--- src/rtl/tinycpu_monitor.sv ---
// tinycpu_monitor: buffers a register snapshot per fetch in a trace FIFO and
// raises a sticky halt on the self-jump idiom or a fetch-count watchdog.
module tinycpu_monitor #(
   parameter int DW          = 8,
   parameter int STW         = 3,
   parameter int FETCH_STATE = 0,
   parameter int EXEC_STATE  = 2,
   parameter int DEPTH       = 8,
   parameter int LOOP_HITS   = 2,
   parameter int WDW         = 16
) (
   input  logic                       clk,
   input  logic                       reset,
   input  logic                       enable,
   input  logic [STW-1:0]             state,
   input  logic [1:0]                 opcode,
   input  logic [DW-1:0]              rA,
   input  logic [DW-1:0]              rB,
   input  logic [DW-1:0]              rM,
   input  logic [DW-1:0]              rP,
   input  logic [WDW-1:0]             wdog_limit,
   input  logic                       trace_rd,
   output logic                       trace_valid,
   output logic [4*DW-1:0]            trace_data,
   output logic [$clog2(DEPTH):0]     trace_count,
   output logic                       overflow,
   output logic [WDW-1:0]             fetch_count,
   output logic                       halt,
   output logic [1:0]                 halt_cause
);
   localparam int AW = $clog2(DEPTH);
   localparam int CW = AW + 1;
   localparam int LW = $clog2(LOOP_HITS + 1);

   logic [4*DW-1:0] mem [DEPTH];
   logic [AW-1:0]   wr_ptr, rd_ptr;
   logic [LW-1:0]   loop_cnt;
   logic [CW-1:0]   cnt_nxt;
   logic [WDW-1:0]  fc_next;
   logic [4*DW-1:0] din;
   logic            s, fetch_ev, exec_ev, pop, full, push, hit;

   assign s        = enable & ~halt;
   assign fetch_ev = s && state == STW'(FETCH_STATE);
   assign exec_ev  = s && state == STW'(EXEC_STATE);
   assign pop      = trace_rd & trace_valid;
   assign full     = trace_count == CW'(DEPTH);
   assign push     = fetch_ev & (~full | pop);
   assign hit      = opcode == 2'b11 && rP - DW'(1) == rM;
   assign fc_next  = fetch_count + WDW'(1);
   assign din      = {rA, rB, rM, rP};
   assign cnt_nxt  = trace_count + CW'(push) - CW'(pop);

   always_ff @(posedge clk)
      if (push) mem[wr_ptr] <= din;

   always_ff @(posedge clk or negedge reset) begin
      if (!reset) begin
         wr_ptr      <= '0;
         rd_ptr      <= '0;
         trace_count <= '0;
         trace_valid <= 1'b0;
         trace_data  <= '0;
         overflow    <= 1'b0;
         fetch_count <= '0;
         loop_cnt    <= '0;
         halt        <= 1'b0;
         halt_cause  <= 2'b00;
      end else begin
         if (push) wr_ptr <= wr_ptr + AW'(1);
         if (pop) rd_ptr <= rd_ptr + AW'(1);
         trace_count <= cnt_nxt;
         trace_valid <= cnt_nxt != '0;
         if (fetch_ev & full & ~pop) overflow <= 1'b1;
         // Keep the head entry registered so the output is first-word fall-through
         if (pop)
            trace_data <= trace_count > CW'(1) ? mem[rd_ptr + AW'(1)] : push ? din : '0;
         else if (trace_count == '0 && push)
            trace_data <= din;
         if (fetch_ev) begin
            fetch_count <= fc_next;
            if (wdog_limit != '0 && fc_next == wdog_limit) begin
               halt       <= 1'b1;
               halt_cause <= 2'b10;
            end
         end
         if (exec_ev) begin
            loop_cnt <= hit ? loop_cnt + LW'(1) : '0;
            if (hit && loop_cnt == LW'(LOOP_HITS - 1)) begin
               halt       <= 1'b1;
               halt_cause <= 2'b01;
            end
         end
      end
   end
endmodule

--- config.mk ---
export PLATFORM = sky130hd
export DESIGN_NAME = tinycpu_monitor
export DESIGN_NICKNAME = d
export VERILOG_FILES = /design/src/rtl/tinycpu_monitor.sv
export SDC_FILE = /design/constraint.sdc
export NUM_CORES = 1
export LEC_CHECK = 0
export CAP_MARGIN = 20
export CORE_MARGIN = 2
export CORE_UTILIZATION = 60
export CTS_BUF_LIST = sky130_fd_sc_hd__clkbuf_4
export DETAILED_ROUTE_END_ITERATION = 10
export PLACE_DENSITY = 0.83
export SLEW_MARGIN = 20
export SYNTH_ARGS = -nofsm -noshare
export SYNTH_HDL_FRONTEND = slang
export SYNTH_SLANG_ARGS = --single-unit
--- constraint.sdc ---
create_clock -name clk -period 7.4 [get_ports clk]
set_clock_uncertainty 0.2 [all_clocks]
set_input_delay 1.11 -clock clk [delete_from_list [all_inputs] [get_ports clk]]
set_output_delay 1.11 -clock clk [all_outputs]
set_load 0.02 [all_outputs]
==> reports/metrics.csv, run 1 <==
metric,value,unit
status,completed,
dpl hpwl,16300,microns
Mapped Area,13300,sq um
RR Startpoint,halt,
"Distinct cells, synth",48,
Final Hold Viols,0,
Placed Instances,1168,
initial antenna violation count,1,
htree depth,3,
crit-path max FO,8,
I/O Pins,114,
"Design Area, Final",15900,sq um
drt first pass iters,5,
Clock Tree Buf Depth,3,
ys flop type,edfxtp_1,
Finished Layout Cells,1310,
Final ANT Viol Nets,0,
initial core utilization,61.2,%
fin crit period,4.13,ns
CTS tree,done,
HP Start,overflow,
CTS sink cnt,321,
Yosys reg bits,321,
Tot GR Track Use,24.7,%
DR iter-0 viols,675,
Slew headroom,23.7,%
core box area,21800,sq um
PortBufs,113,
GP Congestion,0.804,
clock latency on the worst-skew pair,0.67,ns
final worst-path cycle share,55.8,%
number of gates resized after cts,0,
syn_nets,866,
HP Class,flip-flop to flip-flop,
endpoint class of the critical path,flip-flop,
largest family of logic cells by synthesized area,multiplexers,
flop2flop setup slack,3.67,ns
compound-cell area share of the yosys netlist,4.23,%
pin count of the biggest net entering global routing,66,
FF-to-FF path depth,11,
simple-gate share of the synthesized area,5.67,%
yosys warns,0,
grt total ovfl,0,
Buf/Inv on CP,5,
routed wire length,27900,microns
Post-Synth Adder-Cell Area,1.27,%
leak pwr,5.57,nW
post-CTS setup buffers,0,
hold buffers post-CTS,0,
fill cell count,1319,
cell family with most CP delay,simple AND/OR/NAND/NOR gates,
maximum VDD drop,390,uV
WL per Instance,21.3,microns
Mapped Cells,796,
ys async rst share,20.2,%
number of synthesized flops with an enable pin,256,
sequential area share after synthesis,69.8,%
Root Buffer,clkbuf_4,
post-DR vias/cell,5.97,
Worst path max stage delay,0.53,ns
die height,153,microns
Setup TNS,0,ns
Hold Path Stages,1,
worst endpoint data arrival time,4.47,ns
most frequent CP cell,inv_1,
Pwr Density,354,nW/um^2
Reg-to-Reg End,trace_valid,
Die Width,153,microns
vias in the first global route,8224,
DP Area,14900,sq um
final setup fails,0,
CP startpoint kind,input pin,
"CTS clk-pin slew, worst paths",0.07,ns
TritonCTS buffer count,78,
first-pass GRT wire length,44500,microns
Worst Max-Slew Pin Slew,1.14,ns
die area,23500,sq um
Post-Synth XOR/XNOR Area,3.67,%
Avg Inst Size Synth,16.8,sq um
Worst EP required,7.74,ns
RSZ-0062 raised after global routing,no,
Worst path slowest cell,or4b_4,
fin. max-slew vios,0,
hold endpoint,overflow,
fin nets,1039,
max_cap viols,0,
FMAX,242,MHz
critical-path cell list,"clkdlybuf4s50_1, or4b_4, or2_1, a31oi_4, inv_4, ha_1, inv_1, ha_1, inv_1, fa_1, inv_1, or4_1",
Worst Setup Path Type,input pin to flip-flop,
Site Rows,54,
layout cells sized above 1,25.0,%
total number of vias,7815,
mux contribution to synthesized area,13.6,%
Area Overhead vs Synth,19.0,%
# DRC,0,
==> cells in the final DEF, fill, tap and decap left out, types with 4 or more instances in the layout <==
cell	n
o21ai_0	36
ha_1	11
mux4_2	64
nor2_1	48
clkinv_1	19
a21oi_1	39
nand2_1	55
dfrtp_1	64
nand4_1	9
clkdlybuf4s50_1	112
nor4_1	7
mux2_2	33
xor2_1	14
buf_4	16
edfxtp_1	256
xnor2_1	41
clkbuf_4	116
nand3_1	12
and4_1	4
inv_1	16
==> cell families after synthesis <==
group / count (synthesis)
AO/OA/AOI/OAI: 95
flip-flops: 321
multiplexers: 97
AND/OR/NAND/NOR: 161
adder cells (fa/ha/maj): 13
buffers and inverters: 53
XOR/XNOR: 56
==> per-layer routing <==
metal  routed length (microns)  up-vias  GRT usage, %
met2                     13800      337          39.3
met5                         0        -             0
met3                      1710       57          4.93
li1                          -     3479             -
met1                     11600     3942          34.2
met4                       710        0          9.66
==> worst reg2reg max path, delay by kind of cell, from the launching register on <==
family	cells	cell delay, ns
AND/OR/NAND/NOR	3	1.46
flip-flops	1	0.40
adder cells (fa/ha/maj)	3	0.93
AO/OA/AOI/OAI	1	0.32
buffers and inverters	4	0.30
==> flip-flops by register name (all words and copies together), names as in the netlist <==
name	cells
halt	1
loop_cnt	2
trace_data	32
trace_valid	1
mem	256
overflow	1
wr_ptr	3
fetch_count	16
rd_ptr	3
halt_cause	2
trace_count	4
==> per-stage QoR <==
stage	util (%)	power, mW	setup slack, ns	hold WS, ns
3_5_place_dp	68.1	4.23	2.57	0.264
6_report	72.8	5.62	3.27	0.287
4_1_cts	72.6	5.67	3.27	0.292
3_3_place_gp	68.1	4.19	2.64	0.265
5_1_grt	72.8	5.91	3.14	0.299
2_1_floorplan	-	3.62	0.998	0.248
==> how the worst max path moves through the flow <==
stage / startpoint / endpoint / slack, ns / cells past startpoint
2_1_floorplan: state[0] / mem[2][0] / 1.0 / 6
3_3_place_gp: state[0] / mem[3][5] / 2.64 / 7
3_5_place_dp: state[0] / mem[3][3] / 2.57 / 7
4_1_cts: state[0] / mem[3][6] / 3.27 / 7
5_1_grt: enable / trace_valid / 3.14 / 12
6_report: state[0] / trace_valid / 3.27 / 12
==> cell type report <==
cell class / instances / area, sq um / share of cell area (%)
antenna: 1 / 2.50 / 0.0158
inverter: 17 / 66.3 / 0.417
multi-input combinational: 422 / 3890 / 24.5
tap: 280 / 350 / 2.21
clock buffer: 116 / 871 / 5.48
timing repair buffer: 129 / 1270 / 7.99
sequential: 321 / 9320 / 58.6
clock inverter: 24 / 123 / 0.772
==> where the power goes <==
group          internal [mW]  leakage (nW)  switching (mW)
clock network          0.754         0.590           0.671
registers               2.09          3.14           0.139
logic                   1.00          1.84           0.966
total                   3.85          5.57            1.78
==> Yosys cell counts, drive strengths merged (4+ instances only) <==
master,n,share of area (%)
edfxtp,256,58
dfrtp,65,12
mux4,64,11
nand2,55,1.5
nor2,50,1.4
xnor2,41,2.7
a21oi,40,1.5
o21ai,37,1.5
mux2,33,2.8
clkbuf,23,0.65
inv,17,0.50
xor2,15,0.98
buf,13,0.66
ha,12,1.1
nand3,12,0.45
nand4,9,0.42
nor4,8,0.37
nor3,5,0.19
and4,4,0.26
Power figures use the tool's default switching activity.
==> run 2: changes to the inputs <==
==> constraint.sdc (replaced) <==
create_clock -name clk -period 3.85 [get_ports clk]
set_clock_uncertainty 0.2 [all_clocks]
set_input_delay 0.5775 -clock clk [delete_from_list [all_inputs] [get_ports clk]]
set_output_delay 0.5775 -clock clk [all_outputs]
set_load 0.02 [all_outputs]
==> run 2 against run 1 <==
Net effect:
- flip-flop and latch count is the same
- clock power up 110%
- count of clock-buffer cells in the layout is 8 higher
- combinational power grew 100%
- core utilization is 1.7 points higher
- critical path depth is 1 lower
- die area unchanged
- sequential share of layout area decreased by 1.4 points
- setup slack got worse by 2.8 ns
- worst hold slack improved by 0.017 ns
- register-to-register slack lost 3.2 ns
- global-route usage increased by 0.57 points
- highest routed layer unchanged
==> reports/metrics.csv, run 2 (synthesis gave the netlist of run 1 again) <==
metric,value,unit,change
TritonCTS buffer count,80,,+2.6%
initial antenna violation count,1,,unchanged
die height,153,microns,unchanged
grt total ovfl,0,,unchanged
I/O Pins,114,,unchanged
dpl hpwl,17400,microns,+6.8%
Slew headroom,35.9,%,+12 points
DR iter-0 viols,572,,-15%
CP startpoint kind,flip-flop,,
pin count of the biggest net entering global routing,66,,unchanged
RSZ-0062 raised after global routing,no,,
switching share of power,31.4,%,-0.22 points
total number of vias,7910,,+1.2%
Site Rows,54,,unchanged
CTS tree,done,,
leak pwr,5.79,nW,+3.8%
most frequent CP cell,inv_1,,
Hold Path Stages,2,,+1
FF-to-FF path depth,11,,unchanged
endpoint class of the critical path,flip-flop,,
Root Buffer,clkbuf_4,,
final worst-path cycle share,88.3,%,
Clock Power Share,26.8,%,+1.4 points
"most common cell after layout, fill and taps aside",edfxtp_1,,
PortBufs,113,,unchanged
Finished Layout Cells,1342,,+2.4%
worst endpoint data arrival time,3.73,ns,-0.74 ns
Die Width,153,microns,unchanged
Worst EP required,4.18,ns,-3.56 ns
crit-path max FO,3,,-5
fin. max-slew vios,0,,unchanged
RR Startpoint,halt,,
Final Hold Viols,0,,unchanged
Placed Instances,1190,,+1.9%
DP Area,15100,sq um,+1.8%
initial core utilization,61.2,%,unchanged
max_cap viols,0,,unchanged
Comb power frac,35.3,%,+0.3 points
HP Class,flip-flop to flip-flop,,
CTS sink cnt,321,,unchanged
"commonest non-fill, non-tap cells in the layout","256 x edfxtp_1, 124 x clkbuf_4, 112 x clkdlybuf4s50_1, 64 x mux4_2, 64 x dfrtp_1",,
status,completed,,
fill cell count,1322,,+0.23%
Cell Int Power,7.72,mW,+100%
core box area,21800,sq um,unchanged
hold endpoint,loop_cnt[1],,
Worst path slowest cell,or4b_4,,
FMAX,294,MHz,
sequential power share,38.0,%,-1.6 points
# DRC,0,,unchanged
GP Congestion,0.838,,+4.3%
vias in the first global route,8320,,+1.2%
maximum VDD drop,804,uV,+110%
Worst Setup Path Type,flip-flop to flip-flop,,
drt first pass iters,5,,unchanged
final setup fails,0,,unchanged
post-DR vias/cell,5.89,,-1.2%
die area,23500,sq um,unchanged
fin crit period,3.40,ns,
Final ANT Viol Nets,0,,unchanged
flop2flop setup slack,0.45,ns,-3.22 ns
"CTS clk-pin slew, worst paths",0.07,ns,about the same
HP Start,loop_cnt[1],,
routed wire length,28900,microns,+3.7%
first-pass GRT wire length,45200,microns,+1.6%
net switching power,3.53,mW,+99%
WL per Instance,21.5,microns,+1.2%
"Design Area, Final",16300,sq um,+2.4%
htree depth,3,,unchanged
clock latency on the worst-skew pair,0.69,ns,+0.02 ns
Worst Max-Slew Pin Slew,0.958,ns,-0.182 ns
Clock Tree Buf Depth,3,,unchanged
Pwr Density,691,nW/um^2,+95%
number of gates resized after cts,0,,unchanged
layout cells sized above 1,27.5,%,+2.5 points
number of flip-flops in the largest register,256,,unchanged
fin nets,1063,,+2.3%
Worst path max stage delay,0.54,ns,about the same
biggest regs,"mem (256), trace_data (32), fetch_count (16)",,
Tot GR Track Use,25.2,%,+0.57 points
"Most flops, register",mem,,
Reg-to-Reg End,trace_valid,,
Area Overhead vs Synth,21.8,%,
critical-path cell list,"or4b_4, or2_1, a31oi_4, inv_4, ha_1, inv_1, ha_1, inv_1, fa_1, inv_1, or4_1",,
[run 2: cell types whose count changed in the layout (fill, tap and decap cells not counted), sizes merged]
cell         delta
dlygate4sd3     +1
clkbuf          +8
bufinv          +2
buf            +21
[run 2: how the worst max path moves through the flow]
stage	from	end
6_report	halt	trace_valid
2_1_floorplan	state[0]	mem[2][0]
3_3_place_gp	state[0]	trace_valid
5_1_grt	halt	trace_valid
4_1_cts	halt	trace_valid
3_5_place_dp	state[0]	trace_valid
[run 2: metal layers]
layer,track usage (%),part of all wire [%],up-vias
met4,10.3,2.3,0
met2,41.8,51,326
met3,5.44,6.5,52
met5,0,0,-
met1,32.9,40,3993
li1,-,-,3539
[run 2: what timing repair did]
item	4_1_cts	5_1_grt
hold buffers	1	0
hold endpoints to repair	65	0
setup buffers	0	0
[run 2: stage by stage]
stage	power [mW]	util, %	TNS, ns	setup slack, ns	hold slack (ns)
4_1_cts	11.4	74.5	0	0.438	0.311
2_1_floorplan	6.97	-	-37.05	-0.431	0.0819
3_5_place_dp	8.29	69.3	-0.0797	-0.0797	0.296
6_report	11.2	74.5	0	0.450	0.304
3_3_place_gp	8.20	69.3	-0.0438	-0.0438	0.269
5_1_grt	11.8	74.5	0	0.327	0.347
[run 2: area by class of cell]
| cell class | instances | area, sq um | area share, % |
|---|---|---|---|
| antenna | 1 | 2.50 | 0.0154 |
| clock buffer | 124 | 931 | 5.72 |
| clock inverter | 26 | 191 | 1.18 |
| inverter | 17 | 66.3 | 0.408 |
| multi-input combinational | 422 | 3930 | 24.1 |
| sequential | 321 | 9320 | 57.3 |
| tap | 280 | 350 | 2.15 |
| timing repair buffer | 151 | 1480 | 9.09 |
[run 2: worst max-delay path, delay by kind of cell (launching register included)]
| kind | cells | cell delay, ns |
|---|---|---|
| buf+inv | 4 | 0.22 |
| flops | 1 | 0.40 |
| compound gates | 1 | 0.20 |
| fa+ha+maj | 3 | 0.90 |
| simple gates | 3 | 1.34 |
[run 2: power groups by stage]
stage / Sequential (mW) / Clock [mW] / Combinational [mW]
3_3_place_gp: 4.33 / 0 / 3.88
5_1_grt: 4.30 / 3.25 / 4.25
6_report: 4.27 / 3.01 / 3.97
3_5_place_dp: 4.33 / 0 / 3.96
2_1_floorplan: 4.45 / 0 / 2.52
4_1_cts: 4.27 / 3.08 / 4.01
==> run 3: changes to the inputs <==
--- a/config.mk
+++ b/config.mk
@@ -5,13 +5,14 @@
 export SDC_FILE = /design/constraint.sdc
 export NUM_CORES = 1
 export LEC_CHECK = 0
-export CAP_MARGIN = 20
+export CAP_MARGIN = 40
 export CORE_MARGIN = 2
-export CORE_UTILIZATION = 60
+export CORE_UTILIZATION = 59
 export CTS_BUF_LIST = sky130_fd_sc_hd__clkbuf_4
 export DETAILED_ROUTE_END_ITERATION = 10
-export PLACE_DENSITY = 0.83
+export PLACE_DENSITY = 0.82
 export SLEW_MARGIN = 20
 export SYNTH_ARGS = -nofsm -noshare
 export SYNTH_HDL_FRONTEND = slang
 export SYNTH_SLANG_ARGS = --single-unit
+export TNS_END_PERCENT = 5
==> run 3 against run 2 <==
Net effect:
- core utilization down 2.4 points
- critical path depth unchanged
- final cell count down 0.37%
- largest cell class unchanged
- critical path type unchanged
- combinational power down 2%
- global-route usage down 0.27 points
- critical endpoint unchanged
- worst hold slack worse by 0.13 ns
- largest power group unchanged
- via count down 0.68%
- sequential power about the same
- setup slack better by 0.057 ns
- first-iteration DRC count up 38%
==> reports/metrics.csv, run 3 (synthesis gave the netlist of run 1 again) <==
metric,value,unit,change
status,completed,,
routed wire length,28600,microns,-0.88%
fin crit period,3.34,ns,-0.0574 ns
drt first pass iters,5,,unchanged
Worst Setup Path Type,flip-flop to flip-flop,,
RR Startpoint,halt,,
Setup TNS,0,ns,unchanged
WL per Instance,21.4,microns,-0.51%
final setup fails,0,,unchanged
slack of the critical path,0.508,ns,+0.0574 ns
"commonest non-fill, non-tap cells in the layout","256 x edfxtp_1, 114 x clkbuf_4, 112 x clkdlybuf4s50_1, 64 x mux4_2, 64 x dfrtp_1",,
Clock Tree Buf Depth,3,,unchanged
clock latency on the worst-skew pair,0.69,ns,about the same
Cell Int Power,7.45,mW,-3.4%
number of flip-flops in the largest register,256,,unchanged
max_cap viols,0,,unchanged
endpoint class of the critical path,flip-flop,,
core box area,22400,sq um,+2.8%
"Most flops, register",mem,,
Reg-to-Reg End,trace_valid,,
Area Overhead vs Synth,21.2,%,
Slew headroom,60.1,%,+24 points
CP startpoint kind,flip-flop,,
final core occ,72.1,%,-2.4 points
CTS sink cnt,321,,unchanged
TritonCTS buffer count,79,,-1.3%
Pwr Density,676,nW/um^2,-2.2%
post-DR vias/cell,5.88,,-0.31%
Clock Power Share,25.4,%,-1.4 points
FMAX,299,MHz,+1.7%
DR iter-0 viols,790,,+38%
grt total ovfl,0,,unchanged
storage element area,9320,sq um,unchanged
htree depth,3,,unchanged
dpl hpwl,16900,microns,-2.9%
switching share of power,31.9,%,+0.50 points
Finished Layout Cells,1337,,-0.37%
layout cells sized above 1,26.4,%,-1.2 points
area of the multi-input gates,3910,sq um,-0.48%
maximum VDD drop,847,uV,+5.4%
HP Class,input pin to async pin,,
FF-to-FF path depth,11,,unchanged
dpl ws,-0.105,ns,-0.0250 ns
fin. max-slew vios,0,,unchanged
die height,154,microns,+0.82%
RSZ-0062 raised after global routing,no,,
pin count of the biggest net entering global routing,66,,unchanged
biggest regs,"mem (256), trace_data (32), fetch_count (16)",,
GP Congestion,0.838,,about the same
vias in the first global route,8263,,-0.69%
Root Buffer,clkbuf_4,,
fin nets,1058,,-0.47%
I/O Pins,114,,unchanged
worst endpoint data arrival time,3.70,ns,-0.03 ns
die area,23800,sq um,+1.6%
initial core utilization,59.5,%,-1.7 points
"CTS clk-pin slew, worst paths",0.07,ns,about the same
Worst EP required,4.20,ns,+0.02 ns
CTS tree,done,,
Worst Max-Slew Pin Slew,0.599,ns,-0.360 ns
final worst-path cycle share,86.8,%,-1.5 points
Tot GR Track Use,25.0,%,-0.27 points
net switching power,3.49,mW,-1.2%
fill cell count,1428,,+8.0%
initial antenna violation count,1,,unchanged
Final ANT Viol Nets,0,,unchanged
number of gates resized after cts,0,,unchanged
flop2flop setup slack,0.51,ns,+0.06 ns
sequential power share,38.9,%,+0.9 points
# DRC,0,,unchanged
total number of vias,7856,,-0.68%
Comb power frac,35.7,%,+0.4 points
PortBufs,113,,unchanged
Site Rows,55,,+1.9%
Die Width,154,microns,+0.82%
Final Hold Viols,0,,unchanged
Placed Instances,1191,,+0.084%
leak pwr,5.72,nW,-1.1%
crit-path max FO,3,,unchanged
first-pass GRT wire length,44900,microns,-0.58%
"most common cell after layout, fill and taps aside",edfxtp_1,,
run 3: cell types whose count changed in the layout (fill, tap and decap cells not counted), moves of 2 or more:
cell,previous run,this run
buf_4,33,24
clkinv_2,5,7
clkinv_1,15,20
clkbuf_4,124,114
nor3_2,0,2
bufinv_16,3,1
nor3_4,2,0
buf_12,5,9
run 3: worst max-delay path, cell delays in order (launching register included):
cell	delay (ns)
dfrtp_1	0.40
or4b_4	0.54
or2_1	0.28
a31oi_4	0.20
inv_4	0.04
ha_1	0.27
inv_1	0.07
ha_1	0.17
inv_1	0.06
fa_1	0.47
inv_1	0.04
or4_1	0.50
run 3: worst max path at each step:
| stage | end | startpoint | cells after the start | slack, ns |
|---|---|---|---|---|
| CTS | trace_valid | halt | 11 | 0.48 |
| finish | trace_valid | halt | 11 | 0.51 |
| detailed placement | trace_valid | state[0] | 12 | -0.10 |
| global route | trace_valid | halt | 11 | 0.34 |
| global placement | trace_valid | state[0] | 12 | -0.04 |
| floorplan | mem[5][0] | state[0] | 6 | -1.04 |
run 3: power by group through the flow:
stage	logic, mW	registers, mW	clock network, mW
3_3_place_gp	3.84	4.32	0
6_report	3.91	4.25	2.77
3_5_place_dp	3.93	4.32	0
4_1_cts	3.96	4.25	2.85
5_1_grt	4.20	4.29	3.03
2_1_floorplan	2.52	4.45	0
run 3: metal layers:
layer,up-vias,GRT usage (%),share of wire [%]
met3,50,5.32,8.3
li1,3511,-,-
met5,-,0,0
met1,3951,33.2,39
met4,0,8.73,1.8
met2,344,41.6,51
run 3: repair_timing:
action	4_1_cts	5_1_grt
hold buffers	1	0
buffers inserted	0	0
endpoints found under the hold margin	65	0
run 3: layout make-up:
class                   count  area share [%]
multi-input cells         422            24.2
well taps                 285            2.20
clock inverters            30           0.913
flip-flops and latches    321            57.6
clock buffers             114            5.29
repair buffers            147            9.39
inverters                  17           0.410
diodes                      1          0.0155
run 3: through the flow:
stage / instance area, sq um / hold WS, ns / power [mW]
floorplan: 13400 / 0.0819 / 6.97
global placement: 15100 / 0.264 / 8.15
detailed placement: 15200 / 0.281 / 8.25
CTS: 16200 / 0.149 / 11.1
global route: 16200 / 0.182 / 11.5
finish: 16200 / 0.178 / 10.9
